$ cat src/rtl/pc_fetch_unit.sv
// PC register and instruction fetch sequencer: IDLE -> REQ -> HOLD, with jump/branch target selection.
// Optional PC_ALIGN_CHECK_EN adds a sticky FAULT state and the misaligned output.
module pc_fetch_unit #(
  parameter logic [31:0] RESET_PC = 32'h0000_0000
) (
  input  logic        clk,
  input  logic        rst,
  input  logic [31:0] branch_offset_sl2,
  input  logic        branch_taken,
  input  logic        jump,
  input  logic [25:0] jump_index,
  input  logic        stall,
  input  logic        imem_ready,
  input  logic [31:0] imem_rdata,
  output logic        imem_req,
  output logic [31:0] imem_addr,
  output logic [31:0] instr,
  output logic        instr_valid,
  output logic [31:0] pc,
`ifdef PC_ALIGN_CHECK_EN
  output logic        misaligned,
`endif
  output logic [31:0] pc_plus4
);

`ifdef PC_ALIGN_CHECK_EN
  typedef enum logic [1:0] {IDLE, REQ, HOLD, FAULT} state_t;
`else
  typedef enum logic [1:0] {IDLE, REQ, HOLD} state_t;
`endif

  state_t      state, state_nxt;
  logic [31:0] target, next_pc;
  logic        advance;
  logic        tgt_misal;

  assign pc_plus4 = pc + 32'd4;
  assign advance  = (state == HOLD) && !stall;

  // Jump wins over branch; targets only matter on the HOLD->REQ edge.
  always_comb begin
    target = pc_plus4;
    if (jump)              target = {pc_plus4[31:28], jump_index, 2'b00};
    else if (branch_taken) target = pc_plus4 + branch_offset_sl2;
  end

`ifdef PC_ALIGN_CHECK_EN
  assign tgt_misal = (target[1:0] != 2'b00);
  assign next_pc   = target;
`else
  assign tgt_misal = 1'b0;
  assign next_pc   = target & 32'hFFFF_FFFC;
`endif

  always_ff @(posedge clk or posedge rst) begin
    if (rst) state <= IDLE;
    else     state <= state_nxt;
  end

  always_comb begin
    state_nxt = state;
    case (state)
      IDLE:    state_nxt = REQ;
      REQ:     if (imem_ready) state_nxt = HOLD;
      HOLD: begin
        if (!stall) begin
`ifdef PC_ALIGN_CHECK_EN
          state_nxt = tgt_misal ? FAULT : REQ;
`else
          state_nxt = REQ;
`endif
        end
      end
`ifdef PC_ALIGN_CHECK_EN
      FAULT:   state_nxt = FAULT;
`endif
      default: state_nxt = IDLE;
    endcase
  end

  always_comb begin
    imem_req  = (state == REQ);
    imem_addr = pc;
  end

  always_ff @(posedge clk or posedge rst) begin
    if (rst) begin
      pc          <= RESET_PC;
      instr       <= 32'd0;
      instr_valid <= 1'b0;
`ifdef PC_ALIGN_CHECK_EN
      misaligned  <= 1'b0;
`endif
    end else begin
      if ((state == REQ) && imem_ready) begin
        instr       <= imem_rdata;
        instr_valid <= 1'b1;
      end
      if (advance) begin
`ifdef PC_ALIGN_CHECK_EN
        if (tgt_misal) misaligned <= 1'b1;
        else begin
          pc          <= next_pc;
          instr_valid <= 1'b0;
        end
`else
        pc          <= next_pc;
        instr_valid <= 1'b0;
`endif
      end
    end
  end

endmodule

$ cat config.mk
export PLATFORM = sky130hd
export DESIGN_NAME = pc_fetch_unit
export DESIGN_NICKNAME = d
export VERILOG_FILES = /design/src/rtl/pc_fetch_unit.sv
export SDC_FILE = /design/constraint.sdc
export NUM_CORES = 1
export LEC_CHECK = 0
export ABC_CLOCK_PERIOD_IN_PS = 4980
export BUFFER_PORTS_ARGS = -buffer_cell sky130_fd_sc_hd__buf_2
export CAP_MARGIN = 20
export CORE_MARGIN = 1
export CORE_UTILIZATION = 40
export CTS_BUF_LIST = sky130_fd_sc_hd__clkbuf_4
export DETAILED_ROUTE_END_ITERATION = 8
export PLACE_DENSITY = 0.75
export SYNTH_ARGS = -nofsm -noshare
export SYNTH_HDL_FRONTEND = slang
export SYNTH_SLANG_ARGS = --single-unit
$ cat constraint.sdc
create_clock -name clk -period 4.98 [get_ports clk]
set_input_delay 0.747 -clock clk [delete_from_list [all_inputs] [get_ports clk]]
set_output_delay 0.747 -clock clk [all_outputs]
set_load 0.02 [all_outputs]
### After elaboration in Yosys (flattened, before gate mapping)

Index checks and enable logic that the tools add are counted.

* reduce and logical (&&, ||, !) cells: 6
* multiply operators: 0
* bitwise logic cells: 0
* div/mod/pow operators: 0
* $add $sub $neg: 2
* multiplexer cells: 7
* shift operators: 0
* eq/ne operators: 4
* $lt $le $gt $ge: 0

Operators by type and width (number)
* 32-bit two-way mux: 2
* 32-bit by 3-bit adder with 32-bit output, second input constant: 1
* 32-bit adder: 1
* 2-bit one-hot mux with 3 select lines: 1
* 2-bit two-way mux: 2
* 2-bit inequality test, second input constant: 2
* 2-bit by 1-bit == test with 1-bit output, second input constant: 1
* 2-bit == test, second input constant: 1
* 1-bit logical AND: 2
* 2-bit zero test: 1
* 1-bit two-way mux: 2
* 2-bit AND reduction: 1
* 2-bit nonzero test: 1
* 1-bit zero test: 1

* memory bits (read-only): 0
* RAM bits: 0
* output and inout port bits: 130
* logic and storage cells: 23
* flip-flop bits (word level): 65
* latch bits: 0
* input bits: 96
* memories: 0

### Depth between registers and ports, before layout

* word-level depth: 4
* gate-level depth with buffers: 18
* depth with buffers taken out: 17

### Least setup slack after synthesis

OpenSTA, ideal clock, no wires.

* kind: reg-to-reg
* from: register pc[2] (netlist: imem_addr[2])
* to: register pc[27] (netlist: imem_addr[27])
* data required time: 4.850 ns
* arrival time: 3.845 ns
* setup slack: 1.005 ns
* cell stages (with the launch flop): 18
* library setup time: 0.130 ns
* period minus slack after synthesis: 3.975 ns
* path buffers: 1
* path through: dfrtp_1 ha_1 nand3_1 nor2_1 nand3_1 nor3_1 nand2_1 xnor2_1 ha_1 clkbuf_1 nand4_1 nor4_1 o31ai_1 a21oi_1 nor2_1 xnor2_1 a221oi_1 o21ai_1

* word-level cells in the longest chain between the ends: 4

RTL lines
* start: declaration: line 19 `output logic [31:0] pc,`
* start signal: assignment: line 107 `pc <= next_pc;`
* 32-bit by 3-bit adder with 32-bit output: line 37 `assign pc_plus4 = pc + 32'd4;`
* named net pc_plus4[24]: line 23 `output logic [31:0] pc_plus4`
* 32-bit adder: line 44 `else if (branch_taken) target = pc_plus4 + branch_offset_sl2;`
* 32-bit two-way mux: line 44
* 32-bit two-way mux: line 43 `if (jump) target = {pc_plus4[31:28], jump_index, 2'b00};`

The timed path passes the listed nets, and every way through them passes these cells.
A chain may end at the register's enable or synchronous reset.

### Final worst setup path

* from: register pc[3] (netlist: imem_addr[3])
* to: register pc[31] (netlist: imem_addr[31])

* word-level cells in the longest chain between the ends: 4

RTL lines (line)
* 32-bit by 3-bit adder with 32-bit output (*): 37
* 32-bit adder: 44
* 32-bit two-way mux: 44
* 32-bit two-way mux (*): 43

Every way passes the cells marked *; elsewhere a longest branch is shown, timed or not.

==> results.sh <==
export IMPL_die_w_um=119
export IMPL_worst_slew_pin_slew_ns=0.984
export IMPL_yosys_warnings=0
export IMPL_die_area_um2=14200
export IMPL_cts_htree_levels=3
export IMPL_post_route_min_period_ns=4.62
export IMPL_synthTopCellsByArea="dfrtp_1, ha_1, mux2_2"
export IMPL_fp_dieH_um=119
export IMPL_ant_nets=0
export IMPL_setup_violations=0
export IMPL_grt_start_max_net_pins=66
export IMPL_setup_worst_path_start_class="flop"
export IMPL_clk_latency_ns=0.42
export IMPL_fillers=1285
export IMPL_cts_made_buffers=9
export IMPL_status="finished, final reports clean"
export IMPL_row_count=42
export IMPL_drcViolationCount=0
export IMPL_hold_viol_final=0
export IMPL_syn_area_um2=5480
export IMPL_instances_no_fill=1007
export IMPL_vias=5511
export IMPL_ys_async_sr_fraction_pct=100
export IMPL_gp_congestion=0.919
export IMPL_slew_headroom_pct=34.4
export IMPL_ys_seq_area_share_pct=29.7
export IMPL_portBuffers=217
export IMPL_grt_overflow=0
export IMPL_avgSynthCellArea_um2=8.46
export IMPL_ff2ff_path_depth=16
export IMPL_cts_resized=0
export IMPL_fin_crit_sh_pct=92.8
export IMPL_ys_seq_elements=65
export IMPL_first_pass_iters=5
export IMPL_antenna_found_initial=0
export IMPL_worstPathMaxFanout=8
export IMPL_grt_pass1_vias=4965
export IMPL_hpwl_mm=13.0
export IMPL_num_nets_final=958
export IMPL_cts_sinks=65
export IMPL_cts_setup_buffers=0
export IMPL_max_freq_mhz=216
export IMPL_cts_root_buf="clkbuf_4"
export IMPL_drive_above_1_share_pct=34.6
export IMPL_area_growth_pct=21.3
export IMPL_grt_pass1_wl_mm=26.6
export IMPL_synth_distinct_cells=63
export IMPL_setup_tns_ns=0
export IMPL_grt_use_total_pct=23.9
export IMPL_powerDensity_nw_per_um2=679
export IMPL_hold_path_class="flop to flop"
export IMPL_finClkSkew_ns=0.0131
export IMPL_synth_top_area_cell="dfrtp_1"
export IMPL_clock_path_buffers=2
export IMPL_drtIter0Drc=444
export IMPL_vdd_ir_drop_worst_mv=0.299
export IMPL_ctsHoldBuffers=0
export IMPL_power_leakage_nw=3.25
export IMPL_wl_mm=17.0
export IMPL_finalPower_mw=4.51
export IMPL_initial_core_util_pct=41.2
export IMPL_cp_required_ns=5.35
export IMPL_path_clk_slew_ns=0.13
export IMPL_core_area_um2=13300
export IMPL_detail_route_vias_per_cell=5.47
export IMPL_worstPathArrival_ns=4.99
export IMPL_dpl_cell_count=990
export IMPL_cts_tree="built"
export IMPL_critPathKind="flop to flop"
export IMPL_max_cap_viol_count=0
export IMPL_synth_edf_count=0
export IMPL_slew_violations=0
export IMPL_rsz0062_at_grt="no"
export IMPL_whs_ns=0.493
export IMPL_dpl_instance_area_um2=6480
export IMPL_design_area_um2=6650
export IMPL_syn_inst=648
export IMPL_synth_top_area_share_pct=29.7
export IMPL_wl_per_cell_um=16.8
export IMPL_io_pins=226
export IMPL_hold_depth=2
export IMPL_ys_flop_type="dfrtp_1"
export IMPL_end_kind="flop"
metal layers:
metal | part of all wire [%] | global-route usage [%]
met5 | 0 | 0
met2 | 47 | 38.7
met1 | 44 | 32.5
met4 | 1.6 | 7.52
met3 | 6.8 | 3.59
cell usage in the layout (no fill, tap or decap), drive strengths merged, types with 3 or more instances in the layout:
cell type / instances
o21a: 4
o211ai: 3
nor2b: 6
a21o: 16
dfrtp: 65
ha: 36
clkbuf: 9
and3: 9
nor4: 5
xor2: 21
o221ai: 3
a221oi: 6
o22ai: 4
conb: 6
a21oi: 55
nand4: 14
nor3: 9
nand2: 77
nand3: 15
mux2i: 4
o21ai: 47
a31oi: 9
a211oi: 6
o31ai: 5
inv: 14
mux2: 32
nor2: 55
xnor2: 32
buf: 225
logic make-up after synthesis:
kind of cell | share of synthesized area, %
fa+ha+maj | 8.59
xor+xnor | 8.47
simple gates | 17.9
mux | 7.31
compound gates | 20.0
flops | 29.7
buf+inv | 7.99
other cells | 0.0684
flip-flops by register name, summed over array words and instances (netlist names):
| signal | flops |
|---|---|
| imem_addr | 30 |
| instr | 32 |
| instr_valid | 1 |
| state | 2 |
path summary, 6_finish.rpt:
path                                 end  slack [ns]          from
setup / recovery           imem_addr[31]        0.36  imem_addr[3]
min in group asynchronous  imem_addr[10]        0.54           rst
setup reg to reg           imem_addr[31]        0.36  imem_addr[3]
hold reg to reg              instr_valid        0.49   instr_valid
max in group asynchronous  imem_addr[23]        3.85           rst
hold / removal               instr_valid        0.49   instr_valid
cells in the mapped netlist (all sizes together) (3+ instances only):
cell,instances
mux2i,4
nor2,55
nand3,15
o22ai,4
clkbuf,21
mux2,32
o21ai,47
a221oi,6
a21o,16
o211ai,3
a211oi,6
dfrtp,65
a31oi,9
buf,43
o221ai,3
and3,9
o21a,4
nand2,77
o31ai,5
xnor2,32
nor2b,6
a21oi,55
xor2,21
nand4,14
nor3,9
ha,36
nor4,5
inv,12
report_power, final:
group | leakage, nW | internal, mW | switching [mW]
Combinational | 2.39 | 1.17 | 1.85
Sequential | 0.772 | 0.778 | 0.284
Clock | 0.0832 | 0.207 | 0.220
final cells by class:
class | instances | area (µm²) | area share (%)
timing repair buffer | 225 | 1150 | 17.2
multi-input combinational | 512 | 3440 | 51.7
sequential | 65 | 1630 | 24.5
inverter | 12 | 45.0 | 0.678
antenna | 1 | 2.50 | 0.0376
tap | 176 | 220 | 3.31
clock inverter | 7 | 101 | 1.52
clock buffer | 9 | 67.6 | 1.02
critical path, stage by stage (launching register included):
cell and delay (ns):
dfrtp_1 0.46, ha_1 0.26, nand3_1 0.13, nor2_1 0.41, nand3_1 0.24, nor3_1 0.54
nand2_1 0.14, xnor2_1 0.19, ha_1 0.45, nand4_1 0.25, nor4_1 0.38, o31ai_1 0.12
a21oi_1 0.31, o221ai_1 0.30, a211oi_1 0.25, nor2_1 0.07, nand4_1 0.07
through the flow:
step,utilization [%],worst slack (ns)
after floorplan,-,1.00
after global placement,48.7,0.589
after detailed placement,48.7,0.562
after CTS,50.0,0.526
after global routing,50.0,0.0374
final,50.0,0.357
No activity file was read; power rests on OpenSTA's default activity.
